[src/rtl/alu_sequencer.sv]
// ---------------------------------------------------------------------------
// alu_sequencer
//   Multi-cycle RV32I-style integer ALU behind a valid/ready request and
//   response handshake. Non-shift operations take one EXEC cycle; shifts walk
//   one bit per SHIFT cycle; illegal encodings answer immediately with an
//   error flag.
//
// Ports
//   clk_i        single clock, rising edge
//   rst_i        synchronous active-high reset
//   req_valid_i  request valid          req_ready_o  idle, can accept
//   data1_i      operand A              data2_i      operand B / immediate
//   opcode_i     instruction opcode     func3_i/func7_i instruction fields
//   rsp_valid_o  response valid         rsp_ready_i  consumer accepts response
//   result_o     registered result      error_o      illegal encoding flag
//   busy_o       any state other than IDLE
// ---------------------------------------------------------------------------
module alu_sequencer #(
   parameter int unsigned REGISTER_SIZE = 32
) (
   input  logic                     clk_i,
   input  logic                     rst_i,
   input  logic                     req_valid_i,
   output logic                     req_ready_o,
   input  logic [REGISTER_SIZE-1:0] data1_i,
   input  logic [REGISTER_SIZE-1:0] data2_i,
   input  logic [6:0]               opcode_i,
   input  logic [2:0]               func3_i,
   input  logic [6:0]               func7_i,
   output logic                     rsp_valid_o,
   input  logic                     rsp_ready_i,
   output logic [REGISTER_SIZE-1:0] result_o,
   output logic                     error_o,
   output logic                     busy_o
);

   localparam int unsigned SHAMT_W = $clog2(REGISTER_SIZE);

   localparam logic [6:0] OPC_R   = 7'b0110011;
   localparam logic [6:0] OPC_I   = 7'b0010011;
   localparam logic [6:0] F7_BASE = 7'b0000000;
   localparam logic [6:0] F7_ALT  = 7'b0100000;

   typedef enum logic [1:0] {IDLE, EXEC, SHIFT, DONE} state_t;
   typedef enum logic [3:0] {
      OP_ADD, OP_SUB, OP_SLL, OP_SLT, OP_SLTU,
      OP_XOR, OP_SRL, OP_SRA, OP_OR,  OP_AND
   } op_t;

   state_t                   state_q, state_d;
   op_t                      op_q, op_d;
   logic [REGISTER_SIZE-1:0] a_q, a_d;
   logic [REGISTER_SIZE-1:0] b_q, b_d;
   logic [REGISTER_SIZE-1:0] result_q, result_d;
   logic                     error_q, error_d;
   logic [SHAMT_W-1:0]       cnt_q, cnt_d;

   // Decode of the presented instruction fields
   op_t  dec_op;
   logic dec_legal;
   logic dec_shift;
   logic is_r;
   logic is_i;

   always_comb begin
      dec_op    = OP_ADD;
      dec_legal = 1'b1;
      is_r      = (opcode_i == OPC_R);
      is_i      = (opcode_i == OPC_I);
      case (func3_i)
         3'b000: begin
            // I-type ADDI has no SUB form, so func7 is don't-care there
            if (is_i || func7_i == F7_BASE) dec_op = OP_ADD;
            else if (func7_i == F7_ALT)     dec_op = OP_SUB;
            else                            dec_legal = 1'b0;
         end
         3'b001: begin
            dec_op = OP_SLL;
            if (func7_i != F7_BASE) dec_legal = 1'b0;
         end
         3'b101: begin
            if (func7_i == F7_BASE)     dec_op = OP_SRL;
            else if (func7_i == F7_ALT) dec_op = OP_SRA;
            else                        dec_legal = 1'b0;
         end
         3'b010: dec_op = OP_SLT;
         3'b011: dec_op = OP_SLTU;
         3'b100: dec_op = OP_XOR;
         3'b110: dec_op = OP_OR;
         default: dec_op = OP_AND;
      endcase
      // Remaining R-type ops only exist with a zero func7
      if (is_r && func7_i != F7_BASE &&
          func3_i != 3'b000 && func3_i != 3'b001 && func3_i != 3'b101)
         dec_legal = 1'b0;
      if (!is_r && !is_i) dec_legal = 1'b0;
      dec_shift = (dec_op == OP_SLL) || (dec_op == OP_SRL) || (dec_op == OP_SRA);
   end

   always_comb begin
      state_d  = state_q;
      op_d     = op_q;
      a_d      = a_q;
      b_d      = b_q;
      result_d = result_q;
      error_d  = error_q;
      cnt_d    = cnt_q;
      case (state_q)
         IDLE: begin
            if (req_valid_i) begin
               op_d    = dec_op;
               a_d     = data1_i;
               b_d     = data2_i;
               cnt_d   = data2_i[SHAMT_W-1:0];
               error_d = 1'b0;
               if (!dec_legal) begin
                  error_d  = 1'b1;
                  result_d = '0;
                  state_d  = DONE;
               end else if (dec_shift) begin
                  // Shift runs in place on the result register
                  result_d = data1_i;
                  state_d  = SHIFT;
               end else begin
                  state_d  = EXEC;
               end
            end
         end
         EXEC: begin
            case (op_q)
               OP_ADD:  result_d = a_q + b_q;
               OP_SUB:  result_d = a_q - b_q;
               OP_SLT:  result_d = ($signed(a_q) < $signed(b_q)) ? REGISTER_SIZE'(1) : '0;
               OP_SLTU: result_d = (a_q < b_q) ? REGISTER_SIZE'(1) : '0;
               OP_XOR:  result_d = a_q ^ b_q;
               OP_OR:   result_d = a_q | b_q;
               OP_AND:  result_d = a_q & b_q;
               default: result_d = '0;
            endcase
            state_d = DONE;
         end
         SHIFT: begin
            if (cnt_q != '0) begin
               case (op_q)
                  OP_SLL:  result_d = {result_q[REGISTER_SIZE-2:0], 1'b0};
                  OP_SRA:  result_d = {result_q[REGISTER_SIZE-1], result_q[REGISTER_SIZE-1:1]};
                  default: result_d = {1'b0, result_q[REGISTER_SIZE-1:1]};
               endcase
               cnt_d = cnt_q - SHAMT_W'(1);
            end else begin
               state_d = DONE;
            end
         end
         default: begin
            if (rsp_ready_i) state_d = IDLE;
         end
      endcase
   end

   always_ff @(posedge clk_i) begin
      if (rst_i) begin
         state_q  <= IDLE;
         op_q     <= OP_ADD;
         a_q      <= '0;
         b_q      <= '0;
         result_q <= '0;
         error_q  <= 1'b0;
         cnt_q    <= '0;
      end else begin
         state_q  <= state_d;
         op_q     <= op_d;
         a_q      <= a_d;
         b_q      <= b_d;
         result_q <= result_d;
         error_q  <= error_d;
         cnt_q    <= cnt_d;
      end
   end

   assign req_ready_o = (state_q == IDLE);
   assign rsp_valid_o = (state_q == DONE);
   assign busy_o      = (state_q != IDLE);
   assign result_o    = result_q;
   assign error_o     = error_q;

endmodule

[config.mk]
export PLATFORM = sky130hd
export DESIGN_NAME = alu_sequencer
export DESIGN_NICKNAME = d
export VERILOG_FILES = /design/src/rtl/alu_sequencer.sv
export SDC_FILE = /design/constraint.sdc
export NUM_CORES = 1
export LEC_CHECK = 0
export CORE_MARGIN = 3
export CORE_UTILIZATION = 35
export CTS_CLUSTER_SIZE = 12
export DETAILED_ROUTE_END_ITERATION = 7
export REMOVE_ABC_BUFFERS = 1
export SKIP_CTS_REPAIR_TIMING = 1
export SYNTH_ARGS = -nofsm -noshare
export SYNTH_HDL_FRONTEND = slang
export SYNTH_SLANG_ARGS = --single-unit
[constraint.sdc]
create_clock -name clk_i -period 4.7 [get_ports clk_i]
set_input_delay 0.705 -clock clk_i [delete_from_list [all_inputs] [get_ports clk_i]]
set_output_delay 0.705 -clock clk_i [all_outputs]
set_load 0.05 [all_outputs]
After elaboration in Yosys (flattened, before gate mapping)
Index checks and enable logic that the tools add are counted.
- word-level logic and storage cells: 103
- input port bits: 85
- bits in registers: 108
- output and inout bits: 36
- mux-type cells: 31
- magnitude comparators: 2
- equality and inequality tests: 30
- add/subtract/negate cells: 3
- reductions and logical operators: 26
- bitwise logic cells: 3
- operators with widths (operator ; number):
    $pmux 32 s7 ; 1
    $mux 32 ; 4
    $pmux 32 s3 ; 1
    $lt 32x32->1 ; 2
    $pmux 32 s2 ; 1
    $add 32x32->32 ; 1
    $and 32x32->32 ; 1
    $or 32x32->32 ; 1
    $sub 32x32->32 ; 1
    $xor 32x32->32 ; 1
    $pmux 4 s7 ; 1
    $eq 4x3->1 const B ; 5
    $eq 7x6->1 const B ; 2
    $eq 4x2->1 const B ; 3
    $mux 1 ; 11
    $mux 2 ; 5
    $mux 5 ; 2
    $pmux 5 s2 ; 1
    $eq 3x3->1 const B ; 3
    $eq 4x4->1 const B ; 2
    $ne 2x2->1 const B ; 4
    $eq 7x5->1 const B ; 1
    $logic_not 7->1 ; 1
    $reduce_bool 7->1 ; 1
    other kinds (26) ; 39

Logic depth before layout (Yosys ltp)
Gate-level depths: netlist of run 1.
- depth after elaboration: 11
- gate-level depth with buffers: 13
- depth with buffers taken out: 13

Least setup slack after synthesis of run 1
Ideal clock, no wire load.
- kind: flip-flop to flip-flop
- from: register a_q[0]
- to: register result_q[22], in the netlist result_o[22]
- stages on the path, launching flop included: 14
- arrival time: 2907 ps
- clock period less this slack: 3008 ps
- data required time: 4599 ps
- setup time: 101 ps
- path buffers: 0
- setup slack: 1692 ps
- cell sequence: dfxtp_1 -> inv_1 -> ha_1 -> inv_1 -> fa_1 -> nand2b_4 -> a221o_1 -> a2111o_1 -> a2111oi_2 -> o211ai_1 -> nand2_1 -> mux2i_1 -> a21oi_1 -> o41ai_1
- word-level cells in the longest chain between the ends: 3
- elaborated cells on any way between the ends: 4
- classes of those cells: 2 x add/sub; 2 x mux
- RTL lines (item ; line ; text):
    start, declared ; 52 ; logic [REGISTER_SIZE-1:0] a_q, a_d;
    start signal, assigned ; 164 ; a_q <= '0;
    start signal, assigned ; 172 ; a_q <= a_d;
    $sub 32x32->32 or $add 32x32->32 (tied branches) ; 132, 131 ;
    $pmux 32 s7 (*) ; 130 ; case (op_q)
    $pmux 32 s3 (*) ; 108 ; case (state_q)
    end signal, assigned ; 174 ; result_q <= result_d;
    end, declared ; 54 ; logic [REGISTER_SIZE-1:0] result_q, result_d;
Every way passes the cells marked *; elsewhere a longest branch is shown, timed or not.
A chain may end at the register's enable or synchronous reset.

Worst setup path after layout of run 1
- from: register a_q[4]
- to: register result_q[30], in the netlist result_o[30]
Same word-level chain as after synthesis.

==> out/results.ini, run 1 <==
[sta]
relSlewSlack_pct = 22.37
period_needed_ns = 3.788
drv_slew = 0
max_freq_mhz = 264.0
rsz0062_at_grt = false
fin_skew_ns = 0.01231
setup_viol = 0
setup_ws_ns = 0.9123
hold-worst-slack_ns = 0.4796
tightest_slew_ns = 1.161
fin_crit_sh_pct = 80.59
hold_viol = 0

[power_and_ir_drop]
powerDensity_nw_per_um2 = 488.3
leakage_nw = 4.510
peakVddDrop_v = 0.0003733
total_power_mw = 5.992

[setup_path]
arrival_ns = 4.06
slowest_stage = a311oi_1
crit_path_max_incr_delay_ns = 0.58
cp_max_fo = 11
worst_setup_path_end_kind = flip-flop
regToRegStartpoint = a_q[4]$_SDFFE_PP0P_
regToRegEndpoint = result_o[30]$_SDFFE_PP0P_
crit_required_ns = 4.97
crit_path_frequent_cell = a21oi_1
path_cells = inv_1, ha_1, a21o_1, a21oi_1, a31o_2, a21oi_1, a211o_1, a311oi_1, o311ai_0, xor2_1, a311o_1
r2r_cells = 11
crit_type = reg -> reg
cp_top_family = compound AO/OA/AOI/OAI gates
path_buf_inv = 1
r2r_slack_ns = 0.91
start_kind = flip-flop

[logic_synthesis]
netlist.area_leader.share_pct = 20.65
yosys_most_used_dff = dfxtp_1
synth_edf_count = 0
synth_largest_area_cell = dfxtp_1
synth-seq-cells = 108
ys_warn_count = 0
yosys.cell_count.top_type = nand2_1
synth-async-reset-ratio_pct = 0
netlist_area_um2 = 10470
syn_inst = 1539
synth_common_cells = nand2_1, a21oi_1, nor2_1
avgSynthCellArea_um2 = 6.804
yosys-top-cells-area = dfxtp_1, ha_1, a21oi_1
ys_types = 80
ys_seq_area_share_pct = 20.65

[floorplan]
die_w_um = 179.0
die_height_um = 179.0
initial_core_util_pct = 36.00
num_rows = 62
die_area_um2 = 32030
coreArea_um2 = 29090
ioPinCount = 121

[finish]
fin_util_pct = 42.18
antenna_cells = 0
nNetsFinal = 1783
multi_input_comb_area_um2 = 7531
register_area_um2 = 2162
n_fill_cell = 3082
synthToLayoutAreaGrowth_pct = 17.17
layout-drive-gt1-share_pct = 4.580

[routing]
postRouteAntennaNets = 0
wl_met1_mm = 17.90
dr_wl_met3_mm = 3.225
wl_per_cell_um = 20.08
vias_per_cell = 5.947
routed.top_layer = met4
num_vias = 11760
dr.pass1.iters = 5
wl_met2_mm = 17.50
drcViolationCount = 0
finalWirelength_mm = 39.72
drtIter0Drc = 1110

[placement]
place.gp.congestion = 0.9237
dp_slack_ns = 0.7784
port_buffers = 120
hpwl_mm = 29.20

[clock_tree]
clockRootBuffer = clkbuf_16
cts_sinks = 108
cts_buffers = 9
htreeDepth = 3
cts_max_path_buffers = 2
insertion_delay_ns = 0.38
path_clk_slew_ns = 0.09
cts_tree = done

[global_route]
grt_pass1_wl_mm = 61.03
grt.total_usage_pct = 24.13
grt_pass1_vias = 10930
antenna_found_initial = 0
grt_max_degree = 44
gr-total-overflow = 0

[min_path]
hold_path_end = b_q[4]$_SDFFE_PP0P_
holdCritPathClass = reg -> reg
hold_start = b_q[4]$_SDFFE_PP0P_
min_path_cells = 2

[status]
status = completed

[job]
drv_cap = 0

## power breakdown
part / internal, mW / switching, mW
Combinational: 1.31 / 2.53
Clock: 0.373 / 0.419
Sequential: 1.11 / 0.250
Total: 2.79 / 3.20
## stage by stage
| stage | TNS [ns] | cell area (um2) | std cells |
|---|---|---|---|
| final | 0 | 12270 | 1978 |
| after global routing | 0 | 12270 | 1978 |
| after CTS | 0 | 12270 | 1978 |
| after detailed placement | 0 | 11980 | 1962 |
| after global placement | 0 | 11980 | 1962 |
| after floorplan | -0.3711 | 10050 | 1431 |
## cell type report
class / count / share of cell area (%)
clock buffers: 10 / 1.866
clock inverters: 6 / 0.4589
inverters: 109 / 3.335
multi-input cells: 1214 / 61.38
flip-flops and latches: 108 / 17.62
well taps: 384 / 3.916
repair buffers: 147 / 11.42
## cells in the final DEF, fill, tap and decap left out, types with 10 or more instances in the layout
cell             instances
a211oi_1                27
a21o_1                  18
a21oi_1                239
a221oi_1                16
a31oi_1                 16
and2_1                  10
buf_4                   28
clkdlybuf4s50_1        119
dfxtp_1                108
ha_1                   107
inv_1                  109
mux2i_1                 11
nand2_1                242
nand3_1                 22
nor2_1                 135
nor2b_1                 12
nor3_1                  31
nor4_1                  15
o211ai_1                13
o21a_1                  14
o21ai_0                 66
o22ai_1                 11
o31ai_1                 20
or3_1                   12
## sequential cells by signal, indices dropped and copies added, names as in the netlist
| name | cells |
|---|---|
| cnt_q | 5 |
| state_q | 2 |
| result_o | 32 |
| op_q | 4 |
| error_o | 1 |
| b_q | 32 |
| a_q | 32 |
## routing by layer
layer  vias up  global-route usage (%)
met1      5583                   33.76
met2       512                   37.90
met3        79                   4.087
li1       5590                       -
met4         0                   7.305
met5         -                       0
## worst max-delay path by stage
stage,end,depth (start not counted),startpoint,slack (ns)
6_report,result_o[30]$_SDFFE_PP0P_,11,a_q[4]$_SDFFE_PP0P_,0.91
5_1_grt,result_o[30]$_SDFFE_PP0P_,11,a_q[4]$_SDFFE_PP0P_,0.80
4_1_cts,result_o[30]$_SDFFE_PP0P_,11,a_q[4]$_SDFFE_PP0P_,1.03
3_5_place_dp,result_o[30]$_SDFFE_PP0P_,11,func7_i[1],0.78
3_3_place_gp,result_o[30]$_SDFFE_PP0P_,11,func7_i[1],0.83
2_1_floorplan,result_o[16]$_SDFFE_PP0P_,9,op_q[1]$_SDFFE_PP0P_,-0.37
## cell families (layout without fill, tap and decap cells)
| family | after synthesis | in the layout | share of synthesized area, % |
|---|---|---|---|
| buffers and inverters | 217 | 272 | 7.898 |
| AO/OA/AOI/OAI | 550 | 550 | 33.59 |
| flip-flops | 108 | 108 | 20.65 |
| XOR/XNOR | 8 | 8 | 0.6692 |
| adder cells (fa/ha/maj) | 109 | 109 | 13.17 |
| AND/OR/NAND/NOR | 535 | 535 | 22.83 |
| multiplexers | 12 | 12 | 1.195 |
## worst min-delay path: cells and delay by family, from the launching register on
kind             cells  cell delay [ns]
AO/OA/AOI/OAI        1             0.05
flip-flops           1             0.33
AND/OR/NAND/NOR      1             0.06
Power figures use the tool's default switching activity.
==> run 2: changes to the inputs <==
clock period = 3.5 ns   (was 4.7 ns; I/O delays follow)
==> out/results.ini, run 2 (synthesis results as in run 1) <==
[status]
status = completed

[power_and_ir_drop]
p_seq_share_pct = 21.1
power_frac_clock_pct = 13.7
total_power_mw = 8.556
powerDensity_nw_per_um2 = 666.2
swShare_pct = 52.01
power_frac_comb_pct = 65.2
switchingPower_mw = 4.450
internal_power_mw = 4.106
peakVddDrop_v = 0.0004759
leakage_nw = 4.850

[sta]
max_freq_mhz = 299.2
drv_slew = 0
tns_ns = 0
period_needed_ns = 3.342
fin_crit_sh_pct = 95.49
tightest_slew_ns = 0.7928
setup_viol = 0
fin_skew_ns = 0.01635
relSlewSlack_pct = 46.66
hold-worst-slack_ns = 0.4811
setup_ws_ns = 0.1578
hold_viol = 0

[floorplan]
num_rows = 62
coreArea_um2 = 29090
die_height_um = 179.0
die_area_um2 = 32030
ioPinCount = 121
initial_core_util_pct = 36.00
die_w_um = 179.0

[finish]
final_common_cell = nand2_1
layout-drive-gt1-share_pct = 8.943
synthToLayoutAreaGrowth_pct = 22.64
final_cell_count_no_fill = 2039
antenna_cells = 0
register_area_um2 = 2163
n_fill_cell = 3091
finalInstanceArea_um2 = 12840
nNetsFinal = 1844
multi_input_comb_area_um2 = 7577
fin_util_pct = 44.15
final_cell_mix = nand2_1, a21oi_1, nor2_1

[routing]
wl_per_cell_um = 20.46
drcViolationCount = 0
dr.pass1.iters = 6
num_vias = 12020
finalWirelength_mm = 41.71
vias_per_cell = 5.896
postRouteAntennaNets = 0
drtIter0Drc = 1079

[global_route]
grt_pass1_vias = 11400
antenna_found_initial = 0
grt_pass1_wl_mm = 63.98
grt_max_degree = 94
grt.total_usage_pct = 25.41
gr-total-overflow = 0

[setup_path]
regToRegEndpoint = result_o[29]$_SDFFE_PP0P_
cp_max_fo = 6
cp-endpoint = result_o[29]$_SDFFE_PP0P_
arrival_ns = 3.61
crit_required_ns = 3.77
start_kind = flip-flop
crit_type = reg -> reg
r2r_slack_ns = 0.16
worstSetupStartpoint = a_q[1]$_SDFFE_PP0P_
regToRegStartpoint = a_q[1]$_SDFFE_PP0P_
worst_setup_path_end_kind = flip-flop
r2r_cells = 11

[placement]
place.gp.congestion = 0.9636
dp_cells = 2021
hpwl_mm = 30.89
port_buffers = 120
placed_area_um2 = 12460
dp_slack_ns = 0.08757

[clock_tree]
cts_buffers = 9
cts_sinks = 108
clockRootBuffer = clkbuf_16
cts_tree = done
insertion_delay_ns = 0.38
path_clk_slew_ns = 0.09
htreeDepth = 3
cts_max_path_buffers = 2

[min_path]
holdCritPathClass = reg -> reg

[job]
drv_cap = 0

==> run 2: power groups by stage <==
stage	Combinational (mW)	Sequential, mW	Clock [mW]
global route	6.04	1.85	1.23
detailed placement	5.41	1.83	0
global placement	5.39	1.83	0
floorplan	3.14	2.06	0
CTS	5.44	1.80	1.20
finish	5.58	1.81	1.17
==> run 2: layout make-up <==
cell class,count,area share (%)
inverter,109,3.186
clock buffer,10,1.861
tap,384,3.741
timing repair buffer,208,14.77
multi-input combinational,1214,59.00
clock inverter,6,0.5943
sequential,108,16.85
==> run 2: routing by layer <==
metal  vias up  part of all wire (%)  GRT usage, %
li1       5694                     -             -
met1      5663                    44         35.36
met2       583                    44         39.73
met3        82                   9.0         4.596
met4         0                   2.8         8.084
met5         -                     0             0
==> run 2: critical path, stage by stage (launching register included) <==
cell,delay [ns]
dfxtp_1,0.50
inv_1,0.09
ha_1,0.34
a211oi_1,0.30
nor3_1,0.18
o21ai_0,0.39
a21oi_1,0.23
nor2_2,0.28
o21ai_0,0.20
a221o_1,0.36
a311oi_1,0.26
o21ai_0,0.11
==> run 2: worst min path at each step <==
stage / cells after the start / end / start
6_report: 2 / b_q[24]$_SDFFE_PP0P_ / b_q[24]$_SDFFE_PP0P_
4_1_cts: 2 / a_q[0]$_SDFFE_PP0P_ / a_q[0]$_SDFFE_PP0P_
3_3_place_gp: 2 / b_q[28]$_SDFFE_PP0P_ / b_q[28]$_SDFFE_PP0P_
2_1_floorplan: 2 / b_q[10]$_SDFFE_PP0P_ / b_q[10]$_SDFFE_PP0P_
3_5_place_dp: 2 / b_q[30]$_SDFFE_PP0P_ / b_q[30]$_SDFFE_PP0P_
5_1_grt: 2 / b_q[31]$_SDFFE_PP0P_ / b_q[31]$_SDFFE_PP0P_
==> run 3: changes to the inputs <==
SLEW_MARGIN = 10   (was default)
==> results of run 3 <==
Final layout, timing and power as in run 2 (identical DEF).
